### config.mk
export PLATFORM = sky130hd
export DESIGN_NAME = gpio_ext
export DESIGN_NICKNAME = d
export VERILOG_FILES = /design/src/rtl/gpio_ext.sv
export SDC_FILE = /design/constraint.sdc
export NUM_CORES = 1
export LEC_CHECK = 0
export CORE_MARGIN = 2
export CORE_UTILIZATION = 48
export CTS_CLUSTER_DIAMETER = 40
export DETAILED_ROUTE_END_ITERATION = 6
export PLACE_DENSITY = 0.73
export RECOVER_POWER = 100
export SKIP_CTS_REPAIR_TIMING = 1
export SYNTH_ARGS = -nofsm -noshare
export SYNTH_HDL_FRONTEND = slang
export SYNTH_SLANG_ARGS = --single-unit
### constraint.sdc
create_clock -name clk -period 2.2 [get_ports clk]
set_clock_uncertainty 0.1 [all_clocks]
set_input_delay 0.22 -clock clk [delete_from_list [all_inputs] [get_ports clk]]
set_output_delay 0.22 -clock clk [all_outputs]
set_load 0.005 [all_outputs]
### src/rtl/gpio_ext.sv
// APB-controlled GPIO block: per-pin input synchronizer, optional glitch filter,
// edge/level interrupt detection with W1C status, and set/clear/toggle output access.
module gpio_ext #(
    parameter int unsigned NUM_PINS    = 8,
    parameter int unsigned SYNC_STAGES = 2,
    parameter int unsigned FILT_WIDTH  = 4
) (
    input  logic                clk,
    input  logic                rst,
    input  logic [31:0]         PADDR,
    input  logic                PSEL,
    input  logic                PENABLE,
    input  logic                PWRITE,
    input  logic [31:0]         PWDATA,
    output logic [31:0]         PRDATA,
    output logic                PREADY,
    output logic                PSLVERR,
    input  logic [NUM_PINS-1:0] r_data,
    output logic [NUM_PINS-1:0] w_data,
    output logic [NUM_PINS-1:0] en_data,
    output logic                interrupt
);

    typedef logic [NUM_PINS-1:0] pins_t;

    localparam logic [7:0] AddrData     = 8'h00;
    localparam logic [7:0] AddrEn       = 8'h04;
    localparam logic [7:0] AddrIntrEn   = 8'h08;
    localparam logic [7:0] AddrPosEn    = 8'h0C;
    localparam logic [7:0] AddrNegEn    = 8'h10;
    localparam logic [7:0] AddrIntrClr  = 8'h14;
    localparam logic [7:0] AddrIntrStat = 8'h18;
    localparam logic [7:0] AddrLvlEn    = 8'h1C;
    localparam logic [7:0] AddrFiltEn   = 8'h20;
    localparam logic [7:0] AddrFiltThr  = 8'h24;
    localparam logic [7:0] AddrSet      = 8'h28;
    localparam logic [7:0] AddrClr      = 8'h2C;
    localparam logic [7:0] AddrTgl      = 8'h30;

    logic [7:0] addr;
    logic       access, mapped, wr_bad, rd_bad, err, wr_en, rd_en;
    pins_t      pw;
    logic       unused_bits;

    pins_t w_q, en_q, intr_en_q, pos_en_q, neg_en_q, stat_q, lvl_en_q, filt_en_q;
    logic [FILT_WIDTH-1:0] filt_thr_q;
    pins_t sync_q [SYNC_STAGES];
    pins_t filt_q, filt_d, prev_q, synced, filtered;
    logic [FILT_WIDTH-1:0] cnt_q [NUM_PINS];
    logic [FILT_WIDTH-1:0] cnt_d [NUM_PINS];
    logic  cnt_clr;
    pins_t edge_ev, lvl_ev, ev, clr_mask, stat_d;
    logic  irq_q;
    logic [31:0] rdata;

    assign addr        = PADDR[7:0];
    assign pw          = PWDATA[NUM_PINS-1:0];
    assign unused_bits = ^{PADDR[31:8], PWDATA};
    assign access      = PSEL & PENABLE & ~rst;

    always_comb begin
        case (addr)
            AddrData, AddrEn, AddrIntrEn, AddrPosEn, AddrNegEn, AddrIntrClr, AddrIntrStat,
            AddrLvlEn, AddrFiltEn, AddrFiltThr, AddrSet, AddrClr, AddrTgl: mapped = 1'b1;
            default: mapped = 1'b0;
        endcase
    end

    assign wr_bad  = (addr == AddrIntrStat);
    assign rd_bad  = (addr == AddrIntrClr) | (addr == AddrSet) | (addr == AddrClr) |
                     (addr == AddrTgl);
    assign err     = access & (~mapped | (PWRITE ? wr_bad : rd_bad));
    assign wr_en   = access & PWRITE & ~err;
    assign rd_en   = access & ~PWRITE & ~err;
    assign PSLVERR = err;
    assign PREADY  = 1'b1;

    always_ff @(posedge clk) begin
        if (rst) begin
            w_q        <= '0;
            en_q       <= '0;
            intr_en_q  <= '0;
            pos_en_q   <= '0;
            neg_en_q   <= '0;
            lvl_en_q   <= '0;
            filt_en_q  <= '0;
            filt_thr_q <= '0;
        end else if (wr_en) begin
            case (addr)
                AddrData:    w_q        <= pw;
                AddrEn:      en_q       <= pw;
                AddrIntrEn:  intr_en_q  <= pw;
                AddrPosEn:   pos_en_q   <= pw;
                AddrNegEn:   neg_en_q   <= pw;
                AddrLvlEn:   lvl_en_q   <= pw;
                AddrFiltEn:  filt_en_q  <= pw;
                AddrFiltThr: filt_thr_q <= PWDATA[FILT_WIDTH-1:0];
                AddrSet:     w_q        <= w_q | pw;
                AddrClr:     w_q        <= w_q & ~pw;
                AddrTgl:     w_q        <= w_q ^ pw;
                default:     ;
            endcase
        end
    end

    always_ff @(posedge clk) begin
        if (rst) begin
            for (int s = 0; s < SYNC_STAGES; s++) sync_q[s] <= '0;
        end else begin
            sync_q[0] <= r_data;
            for (int s = 1; s < SYNC_STAGES; s++) sync_q[s] <= sync_q[s-1];
        end
    end

    assign synced   = sync_q[SYNC_STAGES-1];
    // Unfiltered pins bypass filt_q so they see no extra cycle of delay.
    assign filtered = (filt_en_q & filt_q) | (~filt_en_q & synced);
    assign cnt_clr  = wr_en & ((addr == AddrFiltEn) | (addr == AddrFiltThr));

    always_comb begin
        filt_d = filt_q;
        for (int i = 0; i < NUM_PINS; i++) begin
            cnt_d[i] = cnt_q[i];
            if (!filt_en_q[i]) begin
                filt_d[i] = synced[i];
                cnt_d[i]  = '0;
            end else if (synced[i] == filt_q[i]) begin
                cnt_d[i] = '0;
            end else if (cnt_q[i] >= filt_thr_q) begin
                filt_d[i] = synced[i];
                cnt_d[i]  = '0;
            end else begin
                cnt_d[i] = cnt_q[i] + FILT_WIDTH'(1);
            end
            if (cnt_clr) cnt_d[i] = '0;
        end
    end

    assign edge_ev  = (filtered & ~prev_q & pos_en_q) | (~filtered & prev_q & neg_en_q);
    assign lvl_ev   = (filtered & pos_en_q) | (~filtered & neg_en_q);
    assign ev       = (lvl_en_q & lvl_ev) | (~lvl_en_q & edge_ev);
    assign clr_mask = (wr_en && addr == AddrIntrClr) ? pw : '0;
    // New events are OR-ed in after the clear, so a coincident set wins.
    assign stat_d   = (stat_q & ~clr_mask) | (ev & intr_en_q);

    always_ff @(posedge clk) begin
        if (rst) begin
            filt_q <= '0;
            prev_q <= '0;
            stat_q <= '0;
            irq_q  <= 1'b0;
            for (int i = 0; i < NUM_PINS; i++) cnt_q[i] <= '0;
        end else begin
            filt_q <= filt_d;
            prev_q <= filtered;
            stat_q <= stat_d;
            irq_q  <= |(stat_q & intr_en_q);
            for (int i = 0; i < NUM_PINS; i++) cnt_q[i] <= cnt_d[i];
        end
    end

    always_comb begin
        rdata = '0;
        if (rd_en) begin
            case (addr)
                AddrData:     rdata[NUM_PINS-1:0]   = filtered;
                AddrEn:       rdata[NUM_PINS-1:0]   = en_q;
                AddrIntrEn:   rdata[NUM_PINS-1:0]   = intr_en_q;
                AddrPosEn:    rdata[NUM_PINS-1:0]   = pos_en_q;
                AddrNegEn:    rdata[NUM_PINS-1:0]   = neg_en_q;
                AddrIntrStat: rdata[NUM_PINS-1:0]   = stat_q;
                AddrLvlEn:    rdata[NUM_PINS-1:0]   = lvl_en_q;
                AddrFiltEn:   rdata[NUM_PINS-1:0]   = filt_en_q;
                AddrFiltThr:  rdata[FILT_WIDTH-1:0] = filt_thr_q;
                default:      ;
            endcase
        end
    end

    assign PRDATA    = rdata;
    assign w_data    = rst ? '0 : w_q;
    assign en_data   = rst ? '0 : en_q;
    assign interrupt = irq_q & ~rst;

endmodule

[Yosys cells after proc, flatten, opt, wreduce, memory -nomap -nowiden]
Memory sizes are Yosys's and may differ from the RTL's.
Index checks and enable logic that the tools add are counted.
Word-level totals
  register bits after elaboration: 85
  bits in latches: 0
  bits in writable memories: 48
  bits in read-only memories: 64
  input bits: 77
  output and inout port bits: 51
  logic and storage cells: 228
  memories kept: 3
Cells by class
  $add $sub $neg: 8
  multiply operators: 0
  divide/modulo/power cells: 0
  $lt $le $gt $ge: 8
  equality and inequality tests: 36
  shifts and indexed selects: 0
  mux-type cells: 78
  bitwise logic cells: 55
  reduce and logical (&&, ||, !) cells: 21
Memories
  (name not given): words 64, bits a word 1, rd ports 1, clocked after memory_dff 0, wr ports 0, RTL line 62  | case (addr)
  cnt_q: words 8, bits a word 4, rd ports 8, clocked after memory_dff 0, wr ports 8, RTL line 49  | logic [FILT_WIDTH-1:0] cnt_q [NUM_PINS];
  sync_q: words 2, bits a word 8, rd ports 2, clocked after memory_dff 0, wr ports 2, RTL line 47  | pins_t sync_q [SYNC_STAGES];
Operators with widths (count)
  2-to-1 mux 4 bit: 40
  bitwise AND 8 bit: 14
  2-to-1 mux 8 bit: 6
  NOT 8 bit: 6
  bitwise OR 8 bit: 6
  equality test 8 x 6 -> 1 bit (second input constant): 5
  one-hot mux 4 bit (9 select lines): 1
  adder 4 x 1 -> 4 bit (second input constant): 8
  equality test 8 x 5 -> 1 bit (second input constant): 4
  >= comparator 4 bit: 8
  one-hot mux 4 bit (8 select lines): 1
  one-hot mux 8 bit (4 select lines): 1
  AND reduction 2 bit: 16
  2-to-1 mux 1 bit: 29
  equality test 8 x 4 -> 1 bit (second input constant): 2
  inequality test 2 x 1 -> 1 bit (second input constant): 8
  inequality test 2 bit (second input constant): 8
  bitwise OR 1 bit: 15
  bitwise AND 1 bit: 9
  equality test 1 bit: 8
  equality test 8 x 3 -> 1 bit (second input constant): 1
  zero test 8 bit: 1
  OR reduction 8 bit: 1
  bitwise XOR 8 bit: 1
  other kinds (4): 7

[Depth between registers and ports, before layout]
  word-level depth: 14
  mapped depth: 8
  mapped depth without buffers: 7

[Worst setup path before layout]
No wires, ideal clock.
  path kind: input -> output
  from: input PADDR[2]
  to: output PRDATA[0]
  arrival time: 1.673 ns
  setup slack: 0.207 ns
  stages on the path: 7
  buffers on the path: 3
  cells stage by stage: buf_4 > clkbuf_1 > buf_1 > mux2i_1 > o22ai_1 > a221oi_1 > nor2_1
On the way
  word-level cells in the longest chain between the ends: 10
  elaborated cells between the ends (all ways): 26
  those cells by class: 12 x eq/ne; 4 x mux; 8 x bitwise; 1 x reduce/logical; 1 x memory
RTL lines
  start: declaration: RTL line 10  | input logic [31:0] PADDR,
  parallel branches: the longest is 9 deep, another holds memory (64 x 1 bit)
  2-to-1 mux 8 bit *: RTL line 164  | if (rd_en) begin
  end: declaration: RTL line 15  | output logic [31:0] PRDATA,
Every way passes the cells marked *.

[Worst setup path after layout]
  from: input PENABLE
  to: output PRDATA[6]
On the way
  word-level cells in the longest chain between the ends: 6
  elaborated cells between the ends (all ways): 7
  those cells by class: 1 x mux; 6 x bitwise
RTL lines
  start: declaration: RTL line 12  | input logic PENABLE,
  bitwise AND 1 bit * (2 in series): RTL line 59  | assign access = PSEL & PENABLE & ~rst;
  bitwise AND 1 bit: RTL line 72  | assign err = access & (~mapped | (PWRITE ? wr_bad : rd_bad));
  NOT 1 bit: RTL line 74  | assign rd_en = access & ~PWRITE & ~err;
  bitwise AND 1 bit *: RTL line 74
  2-to-1 mux 8 bit *: RTL line 164
Mark *: on every way between the ends. The rest lies on a longest branch, timed or not.

==> reports/metrics.csv <==
stage,metric,value,unit
worst_setup_path,arrival,1830,ps
floorplanning,dieArea,16680,um^2
yosys,synth_mux_area_share,10.58,%
yosys,async_flop_share,0,%
worst_setup_path,worstReg2RegStart,filt_thr_q[1],
drt,wl,19760,um
timing,timing.fmax,466.0,MHz
worst_setup_path,path_class,in2out,
power,powerDensity,629.9,nW/um^2
drt,routedWlPerCell,16.52,um
drt,drt_iter0_markers,498,
power,p_sw,1.315,mW
clock_tree,cts-htree-levels,4,
place,hpwl,13970,um
timing,min_period_over_period,97.53,%
yosys,ys_seq_area_share,35.41,%
power,clockPowerShare,53.4,%
global_routing,grt_pass1_wl,30720,um
yosys,synth_compound_area_share,15.38,%
timing,finalCriticalPeriod,2146,ps
timing,timing.slew.headroom,49.26,%
status,outcome,"finished, final reports clean",
finish,drive_gt1_share,19.59,%
yosys,synth-simple-area-share,18.54,%
floorplanning,rows,45,
power,peakVddDrop,573.7,uV
worst_setup_path,startpoint_type,primary input,
finish,area_growth,28.81,%
timing,setup_viol,0,
floorplanning,start_util,49.27,%
hold_path,hold_class,in2reg,
timing,setup_ws,54.30,ps
yosys,synth_warnings,0,
yosys,ys_types,59,
drt,dr.pass1.iters,5,
clock_tree,cts_made_buffers,17,
place,io_buffers,54,
drt,via_per_inst,5.462,
power,swShare,21.55,%
global_routing,met3_usage,4.831,%
floorplanning,die_width,129.2,um
timing,drv_slew,0,
place,post-place-ws,-700.9,ps
worst_setup_path,cp-startpoint,PENABLE,
clock_tree,clock_latency,420,ps
drt,vias,6532,
place,place.gp.congestion,0.9556,
finish,final_area,9684,um^2
worst_setup_path,cp.required,1880,ps
finish,diodes,0,
floorplanning,core,15260,um^2
global_routing,grt_pass1_vias,6270,
global_routing,grt_use_met2,37.77,%
drt,post-route-drc-count,0,
power,pwr-share-seq,40.1,%
yosys,synthAdderAreaFrac,9.319,%
clock_tree,cts_buffer_depth,2,
global_routing,antenna_found_initial,0,
global_routing,use_met1,30.73,%
clock_tree,cts.sinks,133,
hold_path,worstHoldStart,r_data[1],
flow_run,max-cap-violations,0,
floorplanning,ios,128,
yosys,avgSynthCellArea,8.961,um^2
yosys,netlist_instances,839,
global_routing,grt_start_max_net_pins,53,
power,internal-power,4.786,mW
global_routing,grtUsageTotal,23.44,%
global_routing,gr-total-overflow,0,
yosys,synth-xor-area-share,3.029,%
yosys,synth_area,7518,um^2
clock_tree,path_clk_slew,50,ps
finish,nNetsFinal,1106,
yosys,synth_top_family_by_area,simple AND/OR/NAND/NOR gates,
drt,ant_nets,0,
power,combPwrFrac,6.5,%
timing,hold_violations,0,
timing,tightest_slew,761.2,ps
worst_setup_path,crit_path_end_kind,primary output,
yosys,synth-edff-count,0,
finish,fillers,1229,
clock_tree,cts_tree,yes,
yosys,yosys_most_used_dff,dfxtp_1,
power,p_total,6.100,mW
place,placed_area,8773,um^2
global_routing,gr-max-usage-layer,met2,
floorplanning,die_y,129.2,um
clock_tree,cts-root-buf,clkbuf_16,
power,p_leak,4.013,nW
yosys,ys_seq_elements,133,
worst_setup_path,critPathMaxFanout,4,
## routing by layer
layer | share of wire, % | wire length [um] | up-vias
li1 | - | - | 3155
met1 | 44 | 8761 | 3098
met4 | 3.2 | 637 | 0
met3 | 5.7 | 1135 | 52
met2 | 47 | 9222 | 227
met5 | 0 | 0 | -
## placed cells by master, fill, tap and decap left out, types with 4 or more instances in the layout
master	netlist	routed
a221oi_1	11	9
a211oi_2	8	8
clkbuf_2	0	5
bufinv_16	0	6
mux2i_1	75	72
conb_1	2	25
clkbuf_16	0	17
o41ai_1	8	8
nor2b_1	44	44
buf_12	0	4
a21o_1	9	9
nor4_4	4	6
mux2_2	4	4
a221o_1	8	8
a31oi_1	4	4
nor2_2	2	7
o211ai_1	17	17
xor2_1	16	16
a21oi_1	35	34
a22oi_1	8	8
nor2_1	134	128
dlymetal6s2s_1	0	12
ha_1	56	56
buf_4	26	89
nand3_1	16	15
nand3b_1	4	4
dfxtp_1	133	132
nor3_4	4	5
xnor2_1	10	10
nand2_1	31	30
clkdlybuf4s50_1	0	34
nand2b_1	8	8
o21ai_0	23	21
inv_1	58	58
o2111ai_1	8	8
## sequential cells by signal, summed over array words and instances, names as in the netlist
| register | cells |
|---|---|
| w_q | 8 |
| filt_q | 8 |
| en_q | 8 |
| prev_q | 8 |
| filt_en_q | 8 |
| sync_q | 16 |
| pos_en_q | 8 |
| cnt_q | 32 |
| filt_thr_q | 4 |
| irq_q | 1 |
| stat_q | 8 |
| intr_en_q | 8 |
| lvl_en_q | 8 |
| neg_en_q | 8 |
## worst max-delay path: stages
cell and delay, ps:
clkdlybuf4s50_1 450, nand3b_1 140, nor4bb_4 300, nand3_2 140
nor3_2 140, buf_4 150, a21boi_2 150, buf_2 130
## cells in the mapped netlist, drive strengths merged, types with 3 or more instances
| cell | count | share of area (%) |
|---|---|---|
| nor2 | 136 | 6.9 |
| dfxtp | 133 | 35 |
| mux2i | 75 | 10 |
| inv | 58 | 2.9 |
| ha | 56 | 9.3 |
| nor2b | 44 | 3.7 |
| buf | 38 | 3.5 |
| a21oi | 35 | 2.3 |
| nand2 | 32 | 1.6 |
| clkbuf | 25 | 1.2 |
| o21ai | 23 | 1.5 |
| o211ai | 18 | 1.9 |
| nand3 | 16 | 1.1 |
| xor2 | 16 | 1.9 |
| a221oi | 11 | 1.3 |
| xnor2 | 10 | 1.2 |
| a211oi | 9 | 1.6 |
| a21o | 9 | 0.90 |
| a221o | 8 | 1.1 |
| a22oi | 8 | 0.80 |
| nand2b | 8 | 0.67 |
| o2111ai | 8 | 0.93 |
| o41ai | 8 | 0.93 |
| nor3 | 7 | 1.1 |
| nor4 | 6 | 1.5 |
| a31oi | 4 | 0.33 |
| mux2 | 4 | 0.60 |
| nand3b | 4 | 0.40 |
| o22ai | 3 | 0.25 |
## final cells by class
| cell class | count | area, um^2 | area share (%) |
|---|---|---|---|
| timing repair buffer | 155 | 1341 | 13.85 |
| inverter | 58 | 217.7 | 2.248 |
| tap | 211 | 264.0 | 2.726 |
| clock inverter | 12 | 225.2 | 2.326 |
| multi-input combinational | 608 | 4519 | 46.67 |
| sequential | 133 | 2664 | 27.51 |
| clock buffer | 19 | 452.9 | 4.677 |
## metrics by stage
stage               util, %  hold WS, ps  TNS, ps  std cells
global route          63.47        242.0   -186.4       1196
finish                63.47        251.5        0       1196
floorplan                 -        248.2        0        862
detailed placement    57.50        324.7   -43450       1156
global placement      57.50        316.8   -42230       1156
CTS                   61.94        239.6    -7220       1187
## worst paths after layout
kind / endpoint / slack, ps / cells past startpoint
worst max-delay path: PRDATA[6] / 50 / 8
worst min register to register: sync_q[0][12] / 330 / 1
worst max register to register: cnt_q[1][6] / 300 / 6
worst min-delay path: sync_q[0][1] / 250 / 2
## power by group through the flow
stage | Sequential (mW) | Clock (mW) | Combinational, mW
3_5_place_dp | 2.50 | 0 | 0.366
3_3_place_gp | 2.50 | 0 | 0.362
4_1_cts | 2.44 | 3.29 | 0.368
6_report | 2.44 | 3.26 | 0.399
2_1_floorplan | 2.49 | 0 | 0.222
5_1_grt | 2.45 | 3.41 | 0.428
## cell families (layout without fill, tap and decap cells)
family | count (synthesis) | count (layout)
AND/OR/NAND/NOR | 265 | 265
AO/OA/AOI/OAI | 157 | 157
flip-flops | 133 | 133
buffers and inverters | 121 | 244
multiplexers | 79 | 79
adder cells (fa/ha/maj) | 56 | 56
XOR/XNOR | 26 | 26
other | 2 | 25
Power figures use the tool's default switching activity.
